`src/rtl/dma_fifo_defs.vh`:
```
// Shared defaults and depth/pointer-width helpers for the DMA synchronous FIFO.
`ifndef DMA_FIFO_DEFS_VH
`define DMA_FIFO_DEFS_VH

`define DMA_FIFO_DEF_DW    32
`define DMA_FIFO_DEF_AW    4
`define DMA_FIFO_DEF_AF_TH 12
`define DMA_FIFO_DEF_AE_TH 2
`define DMA_FIFO_DEF_FWFT  1

`define DMA_FIFO_DEPTH(aw) (1 << (aw))
`define DMA_FIFO_PTR_W(aw) ((aw) + 1)

`endif

```
`src/rtl/dma_sync_fifo_pkg.sv`:
```
// Package exposing the FIFO defaults and sizing helpers to the RTL.
package dma_sync_fifo_pkg;
`include "dma_fifo_defs.vh"

  localparam int DEF_DW    = `DMA_FIFO_DEF_DW;
  localparam int DEF_AW    = `DMA_FIFO_DEF_AW;
  localparam int DEF_AF_TH = `DMA_FIFO_DEF_AF_TH;
  localparam int DEF_AE_TH = `DMA_FIFO_DEF_AE_TH;
  localparam int DEF_FWFT  = `DMA_FIFO_DEF_FWFT;

  function automatic int fifo_depth(input int aw);
    return `DMA_FIFO_DEPTH(aw);
  endfunction

  // Pointers carry one extra wrap bit to tell full from empty.
  function automatic int ptr_width(input int aw);
    return `DMA_FIFO_PTR_W(aw);
  endfunction
endpackage

```
`src/rtl/dma_fifo_ram.sv`:
```
// Simple dual-port storage: synchronous write, asynchronous read, no reset.
module dma_fifo_ram
  import dma_sync_fifo_pkg::*;
#(
  parameter int DW = DEF_DW,
  parameter int AW = DEF_AW
) (
  input  logic          clk,
  input  logic          we,
  input  logic [AW-1:0] waddr,
  input  logic [DW-1:0] wdata,
  input  logic [AW-1:0] raddr,
  output logic [DW-1:0] rdata
);
  localparam int DEPTH = fifo_depth(AW);

  logic [DW-1:0] mem [0:DEPTH-1];

  always_ff @(posedge clk) begin
    if (we) mem[waddr] <= wdata;
  end

  assign rdata = mem[raddr];
endmodule

```
`src/rtl/dma_sync_fifo.sv`:
```
// Single-clock DMA FIFO with wrap-bit pointers, threshold flags, sticky errors
// and either show-ahead (FWFT=1) or registered (FWFT=0) read data.
module dma_sync_fifo
  import dma_sync_fifo_pkg::*;
#(
  parameter int DW    = DEF_DW,
  parameter int AW    = DEF_AW,
  parameter int AF_TH = DEF_AF_TH,
  parameter int AE_TH = DEF_AE_TH,
  parameter int FWFT  = DEF_FWFT
) (
  input  logic          clk,
  input  logic          rst,
  input  logic          clr,
  input  logic          wr_en,
  input  logic [DW-1:0] din,
  input  logic          rd_en,
  output logic [DW-1:0] dout,
  output logic          dout_valid,
  output logic          full,
  output logic          empty,
  output logic          almost_full,
  output logic          almost_empty,
  output logic [AW:0]   count,
  output logic          overflow,
  output logic          underflow
);
  localparam int PW = ptr_width(AW);
  localparam logic [PW-1:0] AF_CNT = PW'(AF_TH);
  localparam logic [PW-1:0] AE_CNT = PW'(AE_TH);

  logic [PW-1:0] wptr;
  logic [PW-1:0] rptr;
  logic          wr_acc;
  logic          rd_acc;
  logic [DW-1:0] ram_rdata;

  // Flags come straight from the registered pointers.
  assign empty        = (wptr == rptr);
  assign full         = (wptr[AW-1:0] == rptr[AW-1:0]) && (wptr[AW] != rptr[AW]);
  assign count        = wptr - rptr;
  assign almost_full  = (count >= AF_CNT);
  assign almost_empty = (count <= AE_CNT);

  // A flush cycle ignores both requests.
  assign wr_acc = wr_en && !full && !clr;
  assign rd_acc = rd_en && !empty && !clr;

  always_ff @(posedge clk or posedge rst) begin
    if (rst) begin
      wptr      <= '0;
      rptr      <= '0;
      overflow  <= 1'b0;
      underflow <= 1'b0;
    end else if (clr) begin
      wptr      <= '0;
      rptr      <= '0;
      overflow  <= 1'b0;
      underflow <= 1'b0;
    end else begin
      if (wr_acc) wptr <= wptr + PW'(1);
      if (rd_acc) rptr <= rptr + PW'(1);
      if (wr_en && full) overflow <= 1'b1;
      if (rd_en && empty) underflow <= 1'b1;
    end
  end

  dma_fifo_ram #(.DW(DW), .AW(AW)) u_ram (
    .clk   (clk),
    .we    (wr_acc),
    .waddr (wptr[AW-1:0]),
    .wdata (din),
    .raddr (rptr[AW-1:0]),
    .rdata (ram_rdata)
  );

  if (FWFT != 0) begin : g_fwft
    assign dout       = ram_rdata;
    assign dout_valid = !empty;
  end else begin : g_reg
    // dout holds the last popped word; dout_valid pulses for one cycle per read.
    always_ff @(posedge clk or posedge rst) begin
      if (rst) begin
        dout       <= '0;
        dout_valid <= 1'b0;
      end else begin
        dout_valid <= rd_acc;
        if (rd_acc) dout <= ram_rdata;
      end
    end
  end
endmodule

```
`config.mk`:
```
export PLATFORM = sky130hd
export DESIGN_NAME = dma_sync_fifo
export DESIGN_NICKNAME = d
export VERILOG_FILES = /design/src/rtl/dma_sync_fifo_pkg.sv /design/src/rtl/dma_fifo_ram.sv /design/src/rtl/dma_sync_fifo.sv
export VERILOG_INCLUDE_DIRS = /design/src /design/src/rtl
export SDC_FILE = /design/constraint.sdc
export NUM_CORES = 1
export LEC_CHECK = 0
export BUFFER_PORTS_ARGS = -buffer_cell sky130_fd_sc_hd__buf_2
export CORE_MARGIN = 4
export CORE_UTILIZATION = 35
export DETAILED_ROUTE_END_ITERATION = 8
export GPL_TIMING_DRIVEN = 0
export HOLD_SLACK_MARGIN = 0.15
export SYNTH_ARGS = -nofsm -noshare
export SYNTH_HDL_FRONTEND = slang
export SYNTH_HIERARCHICAL = 1
export SYNTH_SLANG_ARGS = --single-unit
```
`constraint.sdc`:
```
create_clock -name clk -period 5.47 [get_ports clk]
set_input_delay 1.094 -clock clk [delete_from_list [all_inputs] [get_ports clk]]
set_output_delay 1.094 -clock clk [all_outputs]
set_load 0.01 [all_outputs]
```
### Word-level counts from Yosys, hierarchy flattened

Memories as Yosys holds them, arrays and structs flattened.
Cells that the tools add are included.

| storage, ports and cells | value |
|---|---|
| bits of input ports | 37 |
| register bits after elaboration | 12 |
| memories kept | 1 |
| output and inout bits | 44 |
| logic and storage cells | 37 |
| memory bits (writable) | 512 |

| operators by class | value |
|---|---|
| order comparisons | 2 |
| multiplexer cells | 10 |
| reductions and logical operators | 14 |
| $add $sub $neg | 3 |
| eq/ne operators | 3 |

Memory list:

| name | depth | width | read ports | clocked after Yosys merged registers in | wr ports | RTL line | text |
|---|---|---|---|---|---|---|---|
| u_ram.mem | 16 | 32 | 1 | 0 | 1 | dma_fifo_ram.sv:17 | `logic [DW-1:0] mem [0:DEPTH-1];` |

Operators with widths:

| kind | number |
|---|---|
| 5-bit two-way mux | 4 |
| 5-bit by 1-bit adder with 5-bit output, second input constant | 2 |
| 2-bit nonzero test | 4 |
| 1-bit logical AND | 7 |
| 1-bit two-way mux | 6 |
| 5-bit equality test | 1 |
| 5-bit by 4-bit greater-or-equal comparator with 1-bit output, second input constant | 1 |
| 5-bit by 2-bit <= comparator with 1-bit output, second input constant | 1 |
| 5-bit subtractor | 1 |
| 4-bit equality test | 1 |
| 1-bit zero test | 3 |
| 1-bit != test | 1 |

### Logic depth before layout (Yosys ltp)

| depth | value |
|---|---|
| depth after elaboration | 7 |
| gate-level depth with buffers | 7 |
| mapped depth without buffers | 7 |

### By module

The synthesis kept the hierarchy.

Modules (own cells, without submodules):

| module | instances | area each (sq um) | sequential area each (sq um) | cells an instance |
|---|---|---|---|---|
| dma_fifo_ram | 1 | 19213.4 | 15374.7 | 806 |
| dma_sync_fifo | 1 | 774.5 | 300.3 | 83 |

### Worst setup path before layout

Ideal clock, no wire load.

| path | value |
|---|---|
| path type | in2reg |
| from | input port clr |
| to | memory u_ram/mem[0][0] (netlist name) (enable) |
| path buffers | 1 |
| slack | 824 ps |
| data required time | 5009 ps |
| arrival | 4185 ps |
| setup time | 461 ps |
| stages | 4 |
| cell sequence | clkbuf_1 -> nor2_1 -> or3b_2 -> nor3_1 |

| between the ends | value |
|---|---|
| cells in the longest elaborated chain, start to end | 4 |

RTL lines:

| what | RTL line | text |
|---|---|---|
| start, declared | dma_sync_fifo.sv:14 | `input logic clr,` |
| 1-bit zero test | dma_sync_fifo.sv:46 | `assign wr_acc = wr_en && !full && !clr;` |
| 1-bit logical AND | dma_sync_fifo.sv:46 |  |
| net wr_acc | dma_sync_fifo.sv:34 | `logic wr_acc;` |
| 1-bit two-way mux | dma_fifo_ram.sv:20 | `if (we) mem[waddr] <= wdata;` |
| 1-bit two-way mux (not written as such) | dma_fifo_ram.sv:20 |  |
| end, declared | dma_fifo_ram.sv:17 |  |

The timed path passes the listed nets, and every way through them passes these cells.

### Final worst setup path

| path | value |
|---|---|
| from | register rptr[1] |
| to | output port dout[1] |

| between the ends | value |
|---|---|
| cells in the longest elaborated chain, start to end | 1 |

RTL lines:

| what | RTL line | text |
|---|---|---|
| start, declared | dma_sync_fifo.sv:33 | `logic [PW-1:0] rptr;` |
| start signal, assigned | dma_sync_fifo.sv:62 | `if (rd_acc) rptr <= rptr + PW'(1);` |
| memory 16 x 32 bit | - |  |
| end, declared | dma_sync_fifo.sv:18 | `output logic [DW-1:0] dout,` |

No other way between the ends.

==> results.cfg <==
[timing]
skew_ps = 17.3
layout_min_cycle_time_ps = 4290
timing.fmax_ghz = 0.233
fin_crit_sh = 0.785
setup-tns-final_ps = 0
rsz0062_at_grt = false
max_slew_margin = 0.340
setup_violations = 0
tightest_slew_ps = 984
report.final.slew_viol_count = 0
finalHoldViolCount = 0

[global_routing]
overflow = 0
grt_pass1_vias = 10100
groute.usage.overall = 0.149
grt_max_degree = 24
busiest_layer = met2
grt_util_met3 = 0.0260
grt_pass1_wl_um = 66700
global_route.usage.met1 = 0.202
grtUsageMet2 = 0.249
antenna_found_initial = 2

[clock_network]
clk_path_buf_depth = 3
clk_latency_ps = 600
cts_made_buffers = 54
clock-root-buffer = clkbuf_16
post_cts_resized = 0
cts-hold-fix-buffers = 0
cts_tree = built
htreeDepth = 2
clock-sinks = 524
cts_setup_buffers = 0
clkTransAtPathRegs_ps = 60

[synthesis]
synthCells = 889
async_reset_ff_frac = 0.0229
synthAdderAreaFrac = 0.00476
synth-main-ff-cell = edfxtp_1
synth_edf_count = 512
synth-seq-area-share = 0.784
synth_top_family_by_area = multiplexers
synth_xor_area_frac = 0.00520
synth_area_mm2 = 0.0200
synth_compound_area_frac = 0.0295
ys_warn_count = 6
synth_fp_nets = 933
ys_ff_latch = 524
postSynthAreaPerCell_um2 = 22.5
yosys.area_share.simple = 0.0181
muxShareOfSynthArea = 0.145
ys_types = 36

[power_and_ir_drop]
pwr-share-seq = 0.478
switching_power_w = 0.00210
p_int_w = 0.00722
combPwrFrac = 0.124
pwr-share-clk = 0.398
p_leak_nw = 7.46
irDropWorstVdd_mv = 0.225
power-per-cell-area_mw_per_mm2 = 394
sw_frac_of_total = 0.226

[worst_setup_path]
cp-end-kind = output pin
r2r_slack_ps = 1560
worstPathArrival_ps = 3200
crit_path_max_fanout = 10
crit_type = reg -> out
r2r_start = wptr[0]$_DFFE_PP0P_
crit_required_ps = 4380
regToRegEndpoint = u_ram/mem[0][1]$_DFFE_PP_
cp-start-kind = flip-flop
crit_path_end = dout[1]
critical_path.startpoint = rptr[1]$_DFFE_PP0P_
worst_r2r_path_depth = 9

[worst_hold_path]
hold_class = in -> async

[layout]
design_area_mm2 = 0.0237
nNetsFinal = 1096
drive_gt1_frac = 0.317
fillers = 4847
area_growth_pct = 18.5

[placed_design]
hpwl_um = 27900
portBuffers = 80
dpl_cell_area_mm2 = 0.0219
globalplace.congestion = 0.735

[die]
die_w_um = 247
fp.dieH_um = 247
rows = 87
core_area_mm2 = 0.0565
dieArea_mm2 = 0.0610
start_util = 0.354
io_pins = 81

[routing]
first_pass_iters = 5
ant_nets = 0
wl_um = 44400
drc = 0
vias_per_cell = 5.13
drtIter0Drc = 1047
vias = 9517
wl_per_cell_um = 24.0

[run]
cap_violations = 0

[run_status]
outcome = completed
-- area by class of cell --
| class | instances | area, µm² | share of cell area |
|---|---|---|---|
| Buffer | 44 | 226 | 0.00956 |
| Clock buffer | 71 | 1480 | 0.0623 |
| Multi-Input combinational cell | 312 | 4160 | 0.176 |
| Sequential cell | 524 | 15700 | 0.662 |
| Clock inverter | 30 | 337 | 0.0142 |
| Tap cell | 756 | 946 | 0.0399 |
| Inverter | 9 | 33.8 | 0.00143 |
| Timing Repair Buffer | 107 | 821 | 0.0347 |
| Antenna cell | 1 | 2.50 | 0.000106 |
-- kinds of logic (layout without fill, tap and decap cells) --
logic type / after synthesis / count (layout)
muxes: 130 / 130
AOI/OAI and AO/OA: 81 / 81
adders and majority gates: 7 / 7
other: 0 / 1
and+or+nand+nor: 83 / 83
DFF: 524 / 524
xor gates and xnor gates: 11 / 11
buffers and inverters: 53 / 261
-- metrics by stage --
| step | hold WS [ps] | total power (W) | utilization | setup WS, ps | std cells |
|---|---|---|---|---|---|
| 2_1_floorplan | 526 | 0.00534 | - | 824 | 889 |
| 3_3_place_gp | 472 | 0.00571 | 0.378 | -1890 | 1725 |
| 3_5_place_dp | 489 | 0.00573 | 0.387 | 1510 | 1752 |
| 4_1_cts | 512 | 0.00945 | 0.419 | 1150 | 1853 |
| 5_1_grt | 537 | 0.00970 | 0.419 | 1000 | 1853 |
| 6_report | 515 | 0.00933 | 0.419 | 1180 | 1854 |
-- registers in the layout, indices dropped and copies added, names as in the netlist --
name	count
rptr	5
wptr	5
underflow	1
overflow	1
u_ram/mem	512
-- worst min path at each step --
stage                                startpoint                    end  slack [ps]  cells after the start
after floorplan            overflow$_DFFE_PP0P_   overflow$_DFFE_PP0P_         530                      2
after global placement    underflow$_DFFE_PP0P_  underflow$_DFFE_PP0P_         470                      2
after detailed placement   overflow$_DFFE_PP0P_   overflow$_DFFE_PP0P_         490                      2
after CTS                                   rst  underflow$_DFFE_PP0P_         510                      2
after global routing       overflow$_DFFE_PP0P_   overflow$_DFFE_PP0P_         540                      2
final                                       rst    wptr[4]$_DFFE_PP0P_         520                      2
-- synthesized netlist by cell type (all sizes together) (2+ instances only) --
master / instances / share of area
edfxtp: 512 / 0.77
mux4: 128 / 0.14
a22oi: 64 / 0.024
nand2: 35 / 0.0066
nor2: 28 / 0.0053
buf: 26 / 0.0079
clkbuf: 18 / 0.0034
dfrtp: 12 / 0.015
inv: 9 / 0.0017
a21oi: 6 / 0.0015
ha: 6 / 0.0038
o21ai: 6 / 0.0017
xor2: 6 / 0.0030
xnor2: 5 / 0.0022
nor3: 4 / 0.0010
nand2b: 3 / 0.00094
o211ai: 3 / 0.0011
mux2i: 2 / 0.0010
nand3: 2 / 0.00050
nand3b: 2 / 0.00075
nor2b: 2 / 0.00063
or3: 2 / 0.00063
-- worst max-delay path: stages (launching register included) --
cell,delay (ps)
dfrtp_1,510
buf_2,360
buf_1,760
mux4_2,420
a22oi_1,180
nand2_1,190
buf_2,190
-- layout by cell type (no fill, tap or decap), types with 6 or more instances in the layout --
cell         n
a21oi_1      6
nor2_1      16
ha_1         6
inv_1        9
buf_1        9
mux4_2     128
a22oi_1     64
dfrtp_1     12
clkbuf_1    30
clkbuf_16   55
edfxtp_1   512
buf_6       14
bufinv_16    7
nor2_4      12
buf_4       14
nand2_1     35
buf_12       9
buf_2       84
clkinv_1    13
-- power by group through the flow --
stage	Sequential [W]	Combinational (W)	Clock, W
2_1_floorplan	0.00454	0.000797	0
3_3_place_gp	0.00454	0.00116	0
3_5_place_dp	0.00454	0.00119	0
4_1_cts	0.00446	0.00119	0.00380
5_1_grt	0.00446	0.00126	0.00398
6_report	0.00446	0.00116	0.00371
-- metal layers --
| layer | up-vias | part of all wire |
|---|---|---|
| li1 | 4090 | - |
| met1 | 5078 | 0.42 |
| met2 | 287 | 0.50 |
| met3 | 60 | 0.063 |
| met4 | 2 | 0.018 |
| met5 | - | 0.00029 |
Power figures use the tool's default switching activity.
